--- src/rtl/i2c_master_tx_burst.sv ---
`default_nettype none
// ============================================================================
// i2c_master_tx_burst : I2C master write engine (START, addr+W, byte burst, STOP)
// Optional: define I2C_CLK_STRETCH_EN to honour slave clock stretching.
// Revision: 1.0
// ============================================================================
module i2c_master_tx_burst #(
  parameter int CLK_DIV = 4,
  parameter int CNT_W   = 8
) (
  input  logic             clk,
  input  logic             rst_n,
  input  logic             start,
  input  logic [6:0]       addr,
  input  logic [7:0]       tx_data,
  input  logic             tx_valid,
  input  logic             tx_last,
  output logic             tx_ready,
  output logic             scl_oe,
  output logic             sda_oe,
  input  logic             scl_in,
  input  logic             sda_in,
  output logic             busy,
  output logic             done,
  output logic             nack,
  output logic [CNT_W-1:0] byte_cnt
);
  localparam int            QW   = $clog2(CLK_DIV);
  localparam logic [QW-1:0] QMAX = QW'(CLK_DIV - 1);

  typedef enum logic [2:0] {
    S_IDLE, S_START, S_ADDR, S_ADDR_ACK, S_LOAD, S_DATA, S_DATA_ACK, S_STOP
  } state_t;

  state_t        state;
  logic [QW-1:0] qcnt;
  logic [1:0]    phase;
  logic [2:0]    bit_idx;
  logic [7:0]    shreg;
  logic          last_byte;
  logic          ack_smp;
  logic          stall;

`ifdef I2C_CLK_STRETCH_EN
  // While SCL is released, a slave holding it low freezes the quarter timer.
  assign stall = (state inside {S_ADDR, S_ADDR_ACK, S_DATA, S_DATA_ACK}) &&
                 phase[1] && !scl_in;
`else
  logic unused_scl_in;
  assign unused_scl_in = scl_in;
  assign stall         = 1'b0;
`endif

  always_ff @(posedge clk) begin
    if (!rst_n) begin
      state     <= S_IDLE;
      qcnt      <= '0;
      phase     <= 2'd0;
      bit_idx   <= 3'd0;
      shreg     <= 8'd0;
      last_byte <= 1'b0;
      ack_smp   <= 1'b0;
      scl_oe    <= 1'b0;
      sda_oe    <= 1'b0;
      tx_ready  <= 1'b0;
      busy      <= 1'b0;
      done      <= 1'b0;
      nack      <= 1'b0;
      byte_cnt  <= '0;
    end else begin
      done <= 1'b0;
      case (state)
        S_IDLE: begin
          if (start) begin
            shreg    <= {addr, 1'b0};
            nack     <= 1'b0;
            byte_cnt <= '0;
            busy     <= 1'b1;
            qcnt     <= '0;
            phase    <= 2'd0;
            bit_idx  <= 3'd0;
            state    <= S_START;
          end
        end
        S_LOAD: begin
          if (tx_valid) begin
            shreg     <= tx_data;
            last_byte <= tx_last;
            tx_ready  <= 1'b0;
            qcnt      <= '0;
            phase     <= 2'd0;
            bit_idx   <= 3'd0;
            sda_oe    <= ~tx_data[7];
            state     <= S_DATA;
          end
        end
        default: begin
          if (!stall) begin
            if (qcnt != QMAX) begin
              qcnt <= qcnt + 1'b1;
            end else begin
              qcnt <= '0;
              if (phase == 2'd2) ack_smp <= sda_in;
              if (phase != 2'd3) begin
                phase <= phase + 2'd1;
                case (state)
                  S_START: if (phase == 2'd1) sda_oe <= 1'b1;
                  S_STOP: begin
                    if (phase == 2'd0)      scl_oe <= 1'b0;
                    else if (phase == 2'd1) sda_oe <= 1'b0;
                  end
                  default: if (phase == 2'd1) scl_oe <= 1'b0;
                endcase
              end else begin
                // Bit/state boundary: every new bit or state opens at q0 with SCL low.
                phase <= 2'd0;
                case (state)
                  S_START: begin
                    scl_oe <= 1'b1;
                    sda_oe <= ~shreg[7];
                    state  <= S_ADDR;
                  end
                  S_ADDR, S_DATA: begin
                    scl_oe <= 1'b1;
                    if (bit_idx == 3'd7) begin
                      sda_oe <= 1'b0;
                      state  <= (state == S_ADDR) ? S_ADDR_ACK : S_DATA_ACK;
                    end else begin
                      bit_idx <= bit_idx + 3'd1;
                      shreg   <= {shreg[6:0], 1'b0};
                      sda_oe  <= ~shreg[6];
                    end
                  end
                  S_ADDR_ACK: begin
                    scl_oe <= 1'b1;
                    sda_oe <= 1'b1;
                    if (ack_smp) begin
                      nack  <= 1'b1;
                      state <= S_STOP;
                    end else begin
                      tx_ready <= 1'b1;
                      state    <= S_LOAD;
                    end
                  end
                  S_DATA_ACK: begin
                    scl_oe <= 1'b1;
                    sda_oe <= 1'b1;
                    if (ack_smp) begin
                      nack  <= 1'b1;
                      state <= S_STOP;
                    end else begin
                      if (byte_cnt != {CNT_W{1'b1}}) byte_cnt <= byte_cnt + 1'b1;
                      if (last_byte) begin
                        state <= S_STOP;
                      end else begin
                        tx_ready <= 1'b1;
                        state    <= S_LOAD;
                      end
                    end
                  end
                  S_STOP: begin
                    scl_oe <= 1'b0;
                    sda_oe <= 1'b0;
                    busy   <= 1'b0;
                    done   <= 1'b1;
                    state  <= S_IDLE;
                  end
                  default: ;
                endcase
              end
            end
          end
        end
      endcase
    end
  end

endmodule
`default_nettype wire

--- config.mk ---
export PLATFORM = sky130hd
export DESIGN_NAME = i2c_master_tx_burst
export DESIGN_NICKNAME = d
export VERILOG_FILES = /design/src/rtl/i2c_master_tx_burst.sv
export SDC_FILE = /design/constraint.sdc
export NUM_CORES = 1
export LEC_CHECK = 0
export BUFFER_PORTS_ARGS = -buffer_cell sky130_fd_sc_hd__buf_2
export CAP_MARGIN = 20
export CELL_PAD_IN_SITES_DETAIL_PLACEMENT = 2
export CELL_PAD_IN_SITES_GLOBAL_PLACEMENT = 2
export CORE_AREA = 4 4 80 82
export CTS_BUF_LIST = sky130_fd_sc_hd__clkbuf_4
export CTS_CLUSTER_DIAMETER = 30
export DETAILED_ROUTE_END_ITERATION = 12
export DIE_AREA = 0 0 84 86
export PLACE_DENSITY_LB_ADDON = 0.25
export SYNTH_ARGS = -nofsm -noshare
export SYNTH_HDL_FRONTEND = slang
export SYNTH_SLANG_ARGS = --single-unit
--- constraint.sdc ---
create_clock -name clk -period 3.6 [get_ports clk]
set_input_delay 0.72 -clock clk [delete_from_list [all_inputs] [get_ports clk]]
set_output_delay 0.72 -clock clk [all_outputs]
set_load 0.03 [all_outputs]
# Yosys cells after proc, flatten, opt, wreduce, memory -nomap -nowiden
# Index checks and enable logic that the tools add are counted.
# classes
n_lt_le_gt_ge	0
n_eq_ne	34
reduce_logical	29
n_div	0
n_bitwise	8
add_sub_neg	4
multipliers	0
muxes	73
shifts	0
# op_table
op	count
$mux 8	12
$mux 3	12
$pmux 8 s2	2
$mux 1	25
$reduce_and 6->1	4
$mux 2	8
$ne 4x4->1 const B	4
$pmux 1 s2	8
$reduce_and 8->1	2
$eq 3x3->1 const B	5
$pmux 3 s5	1
$ne 3x1->1 const B	4
$pmux 3 s2	2
$ne 2x1->1 const B	5
$ne 2x2->1 const B	5
$reduce_bool 2->1	5
$reduce_or 5->1	2
$reduce_bool 3->1	3
$add 8x1->8 const B	1
$ne 8x8->1 const B	1
$not 1->1	8
$pmux 2 s2	2
$reduce_and 7->1	1
$reduce_bool 7->1	1
17 further kinds	25
# totals
reg_bits	34
ram_bits	0
latchBits	0
mem_bits_ro	0
n_memories	0
inputBits	22
wordCells	162

# Logic depth before layout (Yosys ltp)
# Gate-level depths: netlist (run 1).
# depth
depth_word	7
ltp_mapped	8

# Worst setup path after synthesis (run 1)
# No wires, ideal clock.
# synth_timing
path_kind	reg-to-reg
start	register byte_cnt[0]
end	register byte_cnt[5]
arrival_time_ns	1.661
path_stages_with_launch	7
slack_ns	1.838
period_less_slack_ns	1.762
n_path_buf	0
cell_sequence	dfxtp_1 ha_1 and3_1 nand4_1 a21oi_1 o21ai_0 o41ai_1
# synth_between
elab_chain_len	7
# synth_lines
element	line_no	source
start, declared	26	output logic [CNT_W-1:0] byte_cnt
start signal, assigned	152	if (byte_cnt != {CNT_W{1'b1}}) byte_cnt <= byte_cnt + 1'b1;
$add 8x1->8	152	
$mux 8	152	
$mux 8	148	if (ack_smp) begin
$mux 8	117	case (state)
$mux 8	104	if (phase != 2'd3) begin
$mux 8	99	if (qcnt != QMAX) begin
$pmux 8 s2	72	case (state)
# Parallel ways exist; a longest one is shown, timed or not. The select of a mux whose other input is x is not followed.
# A chain may end at the register's enable or synchronous reset.

# Worst setup path after layout (run 1)
# layout_timing
start	register phase[0]
end	register byte_cnt[4]
# layout_between
elab_chain_len	3
# layout_lines
element	line_no	source
start, declared	37	logic [1:0] phase;
start signal, assigned	105	phase <= phase + 2'd1;
$ne 2x2->1	104	
$ne 2x1->1 (no source line)	-	
$reduce_and 7->1 (no source line)	-	
# No other way between the ends.

==> flow_summary.yaml, run 1 <==
synthesis:
  ys_seq_area_share_pct: 34.09
  synth_area_leader_cell: "dfxtp_1"
  syn-num-nets: 277
  syn_inst: 247
  syn_area_sq_um: 1997
  synthArstFlopShare_pct: 0
  synth_edf_count: 0
  synth.most_common_cell: "dfxtp_1"
  yosys_most_used_dff: "dfxtp_1"
  ys_ff_latch: 34
  ys_warn_count: 0
  ys_types: 45
  synth_top_area_share_pct: 34.09
  synth_common_cells: "dfxtp_1, o21ai_0, nand3_1"
  synth_area_leaders: "dfxtp_1, o21ai_0, nand3_1, ha_1, mux2i_1"
  syn_area_per_cell_sq_um: 8.085
placement:
  place.gp.congestion: 0.7444
  dp_hpwl_mm: 4.179
  port_buffers: 34
clocking:
  cts_tree: "done"
  ctsResizeCount: 0
  cts_buffer_depth: 2
  clock-sinks: 34
  h-tree-depth: 2
  clock_latency_ns: 0.34
  cts_setup_buffers: 0
  cts_hold_buf: 0
  clk_pin_slew_ns: 0.11
  numCtsBuffers: 5
  cts_root_buf: "clkbuf_4"
drt:
  drtAntennaViolNets: 0
  route.detailed.drc: 0
  first_pass_iters: 5
  dr.first_iter.drc_count: 50
  num_vias: 1946
  wire_per_inst_um: 16.36
  drt-total-wl_mm: 5.757
  avgViaCountPerCell: 5.528
sta:
  slew_headroom_pct: 51.12
  min_period_ns: 2.219
  max_freq_mhz: 450.6
  worst_pin_slew_ns: 0.7322
  tns_ns: 0
  report.final.hold_viol_count: 0
  setup_viol: 0
  slew_viol_final: 0
  skew_ns: 0.008773
  rsz0062_at_grt: "false"
  min_period_over_period_pct: 61.65
worst_setup_path:
  crit_chain: "ha_1 > nand2_1 > nor4_4 > o2111ai_2 > or3b_1 > nand2_1"
  critPathLaunchType: "register"
  cp_num_buf_inv: 0
  cp_common_cell: "nand2_1"
  critPathCaptureType: "register"
  crit_required_ns: 3.89
  crit_slowest_cell: "or3b_1"
  critical_path.top_delay_family: "simple AND/OR/NAND/NOR gates"
  slowest_delay_ns: 0.44
  critical_path_class: "reg2reg"
  cp_max_fo: 10
  arrival_ns: 2.51
floorplanning:
  row_count: 28
  core_area_sq_um: 5746
  die_w_um: 84
  start_util_pct: 34.76
  die_h_um: 86
  die_area_sq_um: 7224
  io_pins: 36
power:
  ir_drop_v: 0.0001419
  fin_total_pwr_mw: 0.7614
  power_density_nw_per_um2: 336.2
  leakage_nw: 0.8774
global_routing:
  grt_pass1_vias: 1989
  grt_start_max_net_pins: 32
  grt_antenna_before_repair: 0
  grt_first_pass_wirelength_mm: 9.936
  grt_overflow_total: 0
  grt_usage_pct: 16.89
finish:
  num_antenna_cells: 0
  fin_nets: 306
  utilization_pct: 39.42
  area_delta_synth_final_pct: 13.41
  drive_above_1_share_pct: 18.05
min_path:
  min_path_type: "reg2reg"
status:
  status: "finished clean"
flow_run:
  maxCapViolCount: 0
-- registers in the layout, summed over array words and instances (netlist names), named ones only --
| signal | cells |
|---|---|
| byte_cnt | 8 |
| sda_oe | 1 |
| ack_smp | 1 |
| last_byte | 1 |
| busy | 1 |
| qcnt | 2 |
| state | 2 |
| shreg | 8 |
| phase | 2 |
| tx_ready | 1 |
| done | 1 |
| nack | 1 |
| bit_idx | 3 |
| scl_oe | 1 |
-- final timing paths --
kind	startpoint	end	slack, ns	cells past startpoint
setup / recovery	phase[0]$_SDFFE_PN0P_	byte_cnt[4]$_SDFFE_PN0P_	1.38	6
hold / removal	shreg[5]$_SDFFE_PN0P_	shreg[5]$_SDFFE_PN0P_	0.48	2
setup reg to reg	phase[0]$_SDFFE_PN0P_	byte_cnt[4]$_SDFFE_PN0P_	1.38	6
hold reg to reg	shreg[5]$_SDFFE_PN0P_	shreg[5]$_SDFFE_PN0P_	0.48	2
-- logic make-up after synthesis --
kind of cell | count (synthesis) | synth area share [%]
mux | 9 | 4.511
xor+xnor | 2 | 0.8774
fa+ha+maj | 8 | 5.013
buf+inv | 23 | 5.639
flops | 34 | 34.09
simple gates | 97 | 26.19
compound gates | 74 | 23.69
-- layout by cell type (no fill, tap or decap), types with 4 or more instances in the layout --
cell,netlist,routed
dfxtp_1,34,34
buf_2,9,34
o21ai_0,30,29
nand3_1,24,24
nand2_1,17,17
nor2_1,16,16
nor2b_1,14,14
a21oi_1,12,12
mux2i_1,9,9
ha_1,8,8
o211ai_1,7,7
buf_4,2,7
nand2b_1,5,5
nand4_1,5,5
o31ai_1,5,5
clkbuf_4,0,5
inv_1,4,4
a21boi_0,4,4
-- metrics by stage --
stage	std cells	worst slack [ns]	hold slack [ns]	instance area [sq um]
2_1_floorplan	247	1.838	0.4445	1997
3_3_place_gp	344	1.405	0.4584	2216
3_5_place_dp	344	1.340	0.4681	2216
4_1_cts	352	1.314	0.4854	2265
5_1_grt	352	1.122	0.5168	2265
6_report	352	1.381	0.4779	2265
-- report_power, final --
part	leakage, nW	switching, mW	internal, mW
sequential	0.276	0.0130	0.396
clock	0.0277	0.137	0.0697
combinational	0.574	0.0923	0.0527
-- worst min-delay path, cell delays in order (launching register included) --
cell	delay (ns)
dfxtp_1	0.32
nand3_1	0.05
o21ai_0	0.06
-- metal layers --
metal | global-route usage (%) | vias up | share of wire [%]
met5 | 0 | - | 0
met3 | 3.362 | 6 | 3.0
met1 | 21.83 | 958 | 47
li1 | - | 959 | -
met2 | 28.85 | 23 | 49
met4 | 4.386 | 0 | 1.2
-- final cells by class --
cell class / instances / area [sq um]
Inverter: 4 / 15.01
Timing Repair Buffer: 41 / 222.7
Sequential cell: 34 / 680.7
Clock buffer: 5 / 37.54
Multi-Input combinational cell: 190 / 1204
Fill cell: 700 / 3481
Clock inverter: 3 / 11.26
Tap cell: 75 / 93.84
(Power assumes the default switching activity.)
==> run 2, diff against run 1 <==
--- a/config.mk
+++ b/config.mk
@@ -9,11 +9,11 @@
 export CAP_MARGIN = 20
 export CELL_PAD_IN_SITES_DETAIL_PLACEMENT = 2
 export CELL_PAD_IN_SITES_GLOBAL_PLACEMENT = 2
-export CORE_AREA = 4 4 80 82
+export CORE_AREA = 4 4 87 89
 export CTS_BUF_LIST = sky130_fd_sc_hd__clkbuf_4
 export CTS_CLUSTER_DIAMETER = 30
 export DETAILED_ROUTE_END_ITERATION = 12
-export DIE_AREA = 0 0 84 86
+export DIE_AREA = 0 0 91 93
 export PLACE_DENSITY_LB_ADDON = 0.25
 export SYNTH_ARGS = -nofsm -noshare
 export SYNTH_HDL_FRONTEND = slang
==> constraint.sdc (replaced) <==
create_clock -name clk -period 1.85 [get_ports clk]
set_input_delay 0.37 -clock clk [delete_from_list [all_inputs] [get_ports clk]]
set_output_delay 0.37 -clock clk [all_outputs]
set_load 0.03 [all_outputs]
==> run 2 against run 1 <==
Non-clock buffer count rose by 13. Total power rose by 100%. Final area is 6.2% higher. Via count increased by 1.9%. First-iteration DRC count is 22% higher. Fmax rose by 25%. Sequential share of layout area decreased by 1.5 points. Sequential cell count stayed put. Final cell count is 5.1% higher. Wire length increased by 3.0%. Clock power grew 110%. Critical path type unchanged. Largest power group unchanged.
==> flow_summary.yaml, run 2 (same netlist as run 1, synthesis figures left out) <==
finish:
  fillers: 800
  fin_nets: 319
  area_delta_synth_final_pct: 20.49
  final_cell_mix: "buf_2, o21ai_0, dfxtp_1, nand3_1, buf_4"
  top_regs: "byte_cnt x8, shreg x8, bit_idx x3"
  drive_above_1_share_pct: 25.52
  layoutNonFillerInstCount: 370
  final_common_cell: "buf_2"
  num_antenna_cells: 0
global_routing:
  grt_pass1_vias: 2056
  grt_antenna_before_repair: 0
  grt_usage_pct: 14.57
  grt_start_max_net_pins: 30
  grt_first_pass_wirelength_mm: 10.01
  grt_overflow_total: 0
placement:
  post-place-ws_ns: 0.06217
  dp.cells: 360
  dp_hpwl_mm: 4.323
  port_buffers: 34
  place.gp.congestion: 0.7758
sta:
  max_freq_mhz: 561.5
  setup_viol: 0
  skew_ns: 0.008707
  tns_ns: 0
  min_period_ns: 1.781
  report.final.hold_viol_count: 0
  finalWorstSetupSlack_ns: 0.06913
  slew_headroom_pct: 72.36
  slew_viol_final: 0
  worst_pin_slew_ns: 0.4145
  min_period_over_period_pct: 96.26
  whs_ns: 0.2743
drt:
  num_vias: 1983
  dr.first_iter.drc_count: 61
  route.detailed.drc: 0
  avgViaCountPerCell: 5.359
  wire_per_inst_um: 16.03
  drtAntennaViolNets: 0
  drt-total-wl_mm: 5.930
  first_pass_iters: 4
worst_setup_path:
  startpoint: "qcnt[1]$_SDFFE_PN0P_"
  arrival_ns: 2.08
  critPathLaunchType: "register"
  cp_common_cell: "nand2_1"
  slowest_delay_ns: 0.41
  crit_required_ns: 2.15
  crit_slowest_cell: "or3b_1"
  critical_path_class: "reg2reg"
  crit_chain: "ha_1 > nand2_1 > nor4_4 > o2111ai_4 > or3b_1 > nand2_1"
  r2r-start: "qcnt[1]$_SDFFE_PN0P_"
  critPathCaptureType: "register"
  cp_max_fo: 4
power:
  power_frac_clock_pct: 28.5
  p_sw_mw: 0.4865
  power_density_nw_per_um2: 634.9
  fin_total_pwr_mw: 1.528
  p_int_mw: 1.041
  leakage_nw: 0.9502
  ir_drop_v: 0.0002532
  seq_power_share_pct: 52.5
  comb_power_share_pct: 19.1
  p_sw_share_pct: 31.85
floorplanning:
  die_w_um: 91
  die_h_um: 93
  row_count: 30
  die_area_sq_um: 8463
  core_area_sq_um: 6756
  start_util_pct: 29.56
  io_pins: 36
min_path:
  min_path_type: "in2reg"
  hold_start: "sda_in"
clocking:
  cts_tree: "done"
  clk_pin_slew_ns: 0.12
  numCtsBuffers: 5
  h-tree-depth: 2
  cts_root_buf: "clkbuf_4"
  clock-sinks: 34
  clock_latency_ns: 0.35
  cts_buffer_depth: 2
flow_run:
  maxCapViolCount: 0
status:
  status: "finished clean"
[run 2: changes by cell type in the layout (fill, tap and decap cells not counted), moves of 2 or more]
cell      before  now
buf_4          7   19
dfxtp_2        0    6
clkinv_1       3    1
dfxtp_1       34   28
a21oi_2        0    2
a21oi_1       12   10
[run 2: metal layers]
layer  part of all wire, %  wire length (um)  up-vias  global-route usage, %
li1                      -                 -      984                      -
met1                    48              2823      976                  18.42
met2                    48              2872       18                  24.89
met3                   2.8               166        5                  2.977
met4                   1.1                68        0                  4.523
met5                     0                 0        -                      0
[run 2: layout make-up]
| type | count | area [sq um] | area share, % |
|---|---|---|---|
| tap | 80 | 100.1 | 4.160 |
| clock buffer | 6 | 45.04 | 1.872 |
| inverter | 4 | 15.01 | 0.6240 |
| timing repair buffer | 54 | 324.1 | 13.47 |
| sequential | 34 | 688.2 | 28.60 |
| multi-input combinational | 190 | 1225 | 50.91 |
| clock inverter | 2 | 8.758 | 0.3640 |
[run 2: worst max-delay path: cells and delay by family (launching register included)]
family	cells	cell delay (ns)
flops	1	0.36
fa+ha+maj	1	0.19
compound gates	1	0.21
simple gates	4	0.97
[run 2: through the flow]
step                util (%)  cell area, sq um
global route           35.61              2406
floorplan                  -              1997
finish                 35.61              2406
CTS                    34.91              2359
global placement       34.11              2305
detailed placement     34.11              2305
[run 2: final timing paths]
check                              to  slack [ns]  cells past startpoint
max          byte_cnt[4]$_SDFFE_PN0P_        0.07                      6
min reg2reg         nack$_SDFFE_PN0P_        0.48                      2
max reg2reg  byte_cnt[4]$_SDFFE_PN0P_        0.07                      6
min              ack_smp$_SDFFE_PN0P_        0.27                      3
[run 2: what timing repair did]
item | 4_1_cts | 5_1_grt
hold endpoints to repair | 0 | 0
resized for setup | 0 | 11
setup endpoints to repair | 0 | 16
buffers inserted | 0 | 2
hold buffers | 0 | 0
[run 2: power groups by stage]
stage,registers (mW),clock network [mW],logic (mW)
floorplan,0.812,0,0.190
global route,0.809,0.501,0.336
global placement,0.817,0,0.280
CTS,0.802,0.456,0.289
detailed placement,0.818,0,0.287
finish,0.801,0.435,0.291
==> run 3, diff against run 2 <==
--- a/config.mk
+++ b/config.mk
@@ -9,12 +9,13 @@
 export CAP_MARGIN = 20
 export CELL_PAD_IN_SITES_DETAIL_PLACEMENT = 2
 export CELL_PAD_IN_SITES_GLOBAL_PLACEMENT = 2
-export CORE_AREA = 4 4 87 89
+export CORE_AREA = 4 4 80 82
 export CTS_BUF_LIST = sky130_fd_sc_hd__clkbuf_4
 export CTS_CLUSTER_DIAMETER = 30
 export DETAILED_ROUTE_END_ITERATION = 12
-export DIE_AREA = 0 0 91 93
+export DIE_AREA = 0 0 84 86
 export PLACE_DENSITY_LB_ADDON = 0.25
+export SLEW_MARGIN = 20
 export SYNTH_ARGS = -nofsm -noshare
 export SYNTH_HDL_FRONTEND = slang
 export SYNTH_SLANG_ARGS = --single-unit
==> constraint.sdc (replaced) <==
create_clock -name clk -period 2.09 [get_ports clk]
set_input_delay 0.418 -clock clk [delete_from_list [all_inputs] [get_ports clk]]
set_output_delay 0.418 -clock clk [all_outputs]
set_load 0.03 [all_outputs]
==> run 3 against run 2 <==
Clock skew grew 0.0041 ns. Largest power group unchanged. Critical path type unchanged. Sequential cell count unchanged. Global-route usage rose by 3.5 points. Largest cell class unchanged. First-iteration DRC count grew 77%. Critical path depth down 1. Highest routed layer unchanged. Die area shrank 15%. Combinational power is 12% lower. Worst setup slack improved by 0.15 ns.
==> flow_summary.yaml, run 3 (same netlist as run 1, synthesis figures left out) <==
status:
  status: "finished clean"
global_routing:
  grt_overflow_total: 0
  grt_usage_pct: 18.06
  grt_start_max_net_pins: 23
  grt_first_pass_wirelength_mm: 10.50
  grt_antenna_before_repair: 0
  grt_pass1_vias: 2080
sta:
  skew_ns: 0.01282
  report.final.hold_viol_count: 0
  max_freq_mhz: 533.7
  slew_headroom_pct: 66.56
  slew_viol_final: 0
  tns_ns: 0
  finalWorstSetupSlack_ns: 0.2164
  rsz0062_at_grt: "false"
  min_period_ns: 1.874
  min_period_over_period_pct: 89.65
  worst_pin_slew_ns: 0.5010
  setup_viol: 0
floorplanning:
  io_pins: 36
  start_util_pct: 34.76
  row_count: 28
  die_h_um: 86
  die_area_sq_um: 7224
  core_area_sq_um: 5746
  die_w_um: 84
clocking:
  clk_pin_slew_ns: 0.11
  h-tree-depth: 2
  cts_root_buf: "clkbuf_4"
  numCtsBuffers: 5
  cts_hold_buf: 0
  clock_latency_ns: 0.34
  clock-sinks: 34
  cts_buffer_depth: 2
  ctsResizeCount: 0
  cts_tree: "done"
  cts_setup_buffers: 0
drt:
  drtAntennaViolNets: 0
  wire_per_inst_um: 16.73
  first_pass_iters: 4
  drt-total-wl_mm: 6.057
  dr.first_iter.drc_count: 108
  route.detailed.drc: 0
  avgViaCountPerCell: 5.517
  num_vias: 1997
worst_setup_path:
  arrival_ns: 2.11
  critPathCaptureType: "register"
  cp_max_fo: 11
  critical_path_class: "reg2reg"
  critPathLaunchType: "register"
  crit_required_ns: 2.32
power:
  ir_drop_v: 0.0002611
  leakage_nw: 0.9425
  fin_total_pwr_mw: 1.446
  power_density_nw_per_um2: 610.3
placement:
  dp_hpwl_mm: 4.374
  port_buffers: 34
  place.gp.congestion: 0.8148
  post-place-ws_ns: 0.2124
finish:
  top_regs: "byte_cnt x8, shreg x8, bit_idx x3"
  num_antenna_cells: 0
  multi_input_area_sq_um: 1204
  final_cell_mix: "dfxtp_1, buf_2, o21ai_0, nand3_1, buf_4"
  fin_nets: 317
  fillers: 699
  regArea_sq_um: 680.7
  drive_above_1_share_pct: 21.60
  area_delta_synth_final_pct: 18.67
flow_run:
  maxCapViolCount: 0
min_path:
  min_path_type: "in2reg"
[run 3: metrics by stage]
stage,cell area [sq um],hold WS [ns],instances,utilization [%]
after floorplan,1997,0.4445,247,-
after global placement,2298,0.4564,355,40.00
after detailed placement,2298,0.4690,355,40.00
after CTS,2370,0.3093,362,41.25
after global routing,2370,0.3326,362,41.25
final,2370,0.3237,362,41.25
[run 3: routing by layer]
metal | vias up | share of wire, % | wire length, um | GRT usage, %
li1 | 982 | - | - | -
met1 | 980 | 45 | 2750 | 22.69
met2 | 30 | 50 | 3045 | 31.24
met3 | 5 | 3.3 | 201 | 3.362
met4 | 0 | 0.99 | 60 | 5.848
met5 | - | 0 | 0 | 0
[run 3: final timing paths]
check | startpoint | to | slack (ns) | cells after the start
worst max-delay path | state[1]$_SDFFE_PN0P_ | sda_oe$_SDFFE_PN0P_ | 0.22 | 5
worst min-delay path | tx_last | last_byte$_SDFFE_PN0P_ | 0.32 | 3
worst max register to register | state[1]$_SDFFE_PN0P_ | sda_oe$_SDFFE_PN0P_ | 0.22 | 5
worst min register to register | shreg[0]$_SDFFE_PN0P_ | shreg[0]$_SDFFE_PN0P_ | 0.48 | 2
[run 3: layout make-up]
class / instances / area share (%)
clock buffers: 5 / 1.584
clock inverters: 2 / 1.426
inverters: 4 / 0.6336
multi-input cells: 190 / 50.79
flip-flops and latches: 34 / 28.72
well taps: 75 / 3.960
repair buffers: 52 / 12.88
[run 3: worst max-delay path, cell delays in order (launching register included)]
cell,delay [ns]
dfxtp_1,0.64
or2_1,0.43
nand2b_1,0.19
o2111ai_1,0.20
mux2i_1,0.24
nor2b_1,0.06
[run 3: power breakdown]
part	total (mW)	leakage [nW]	internal, mW	switching, mW
Combinational	0.257	0.628	0.0999	0.157
Clock	0.479	0.0387	0.242	0.237
Sequential	0.710	0.276	0.683	0.0278
Total	1.45	0.942	1.02	0.422
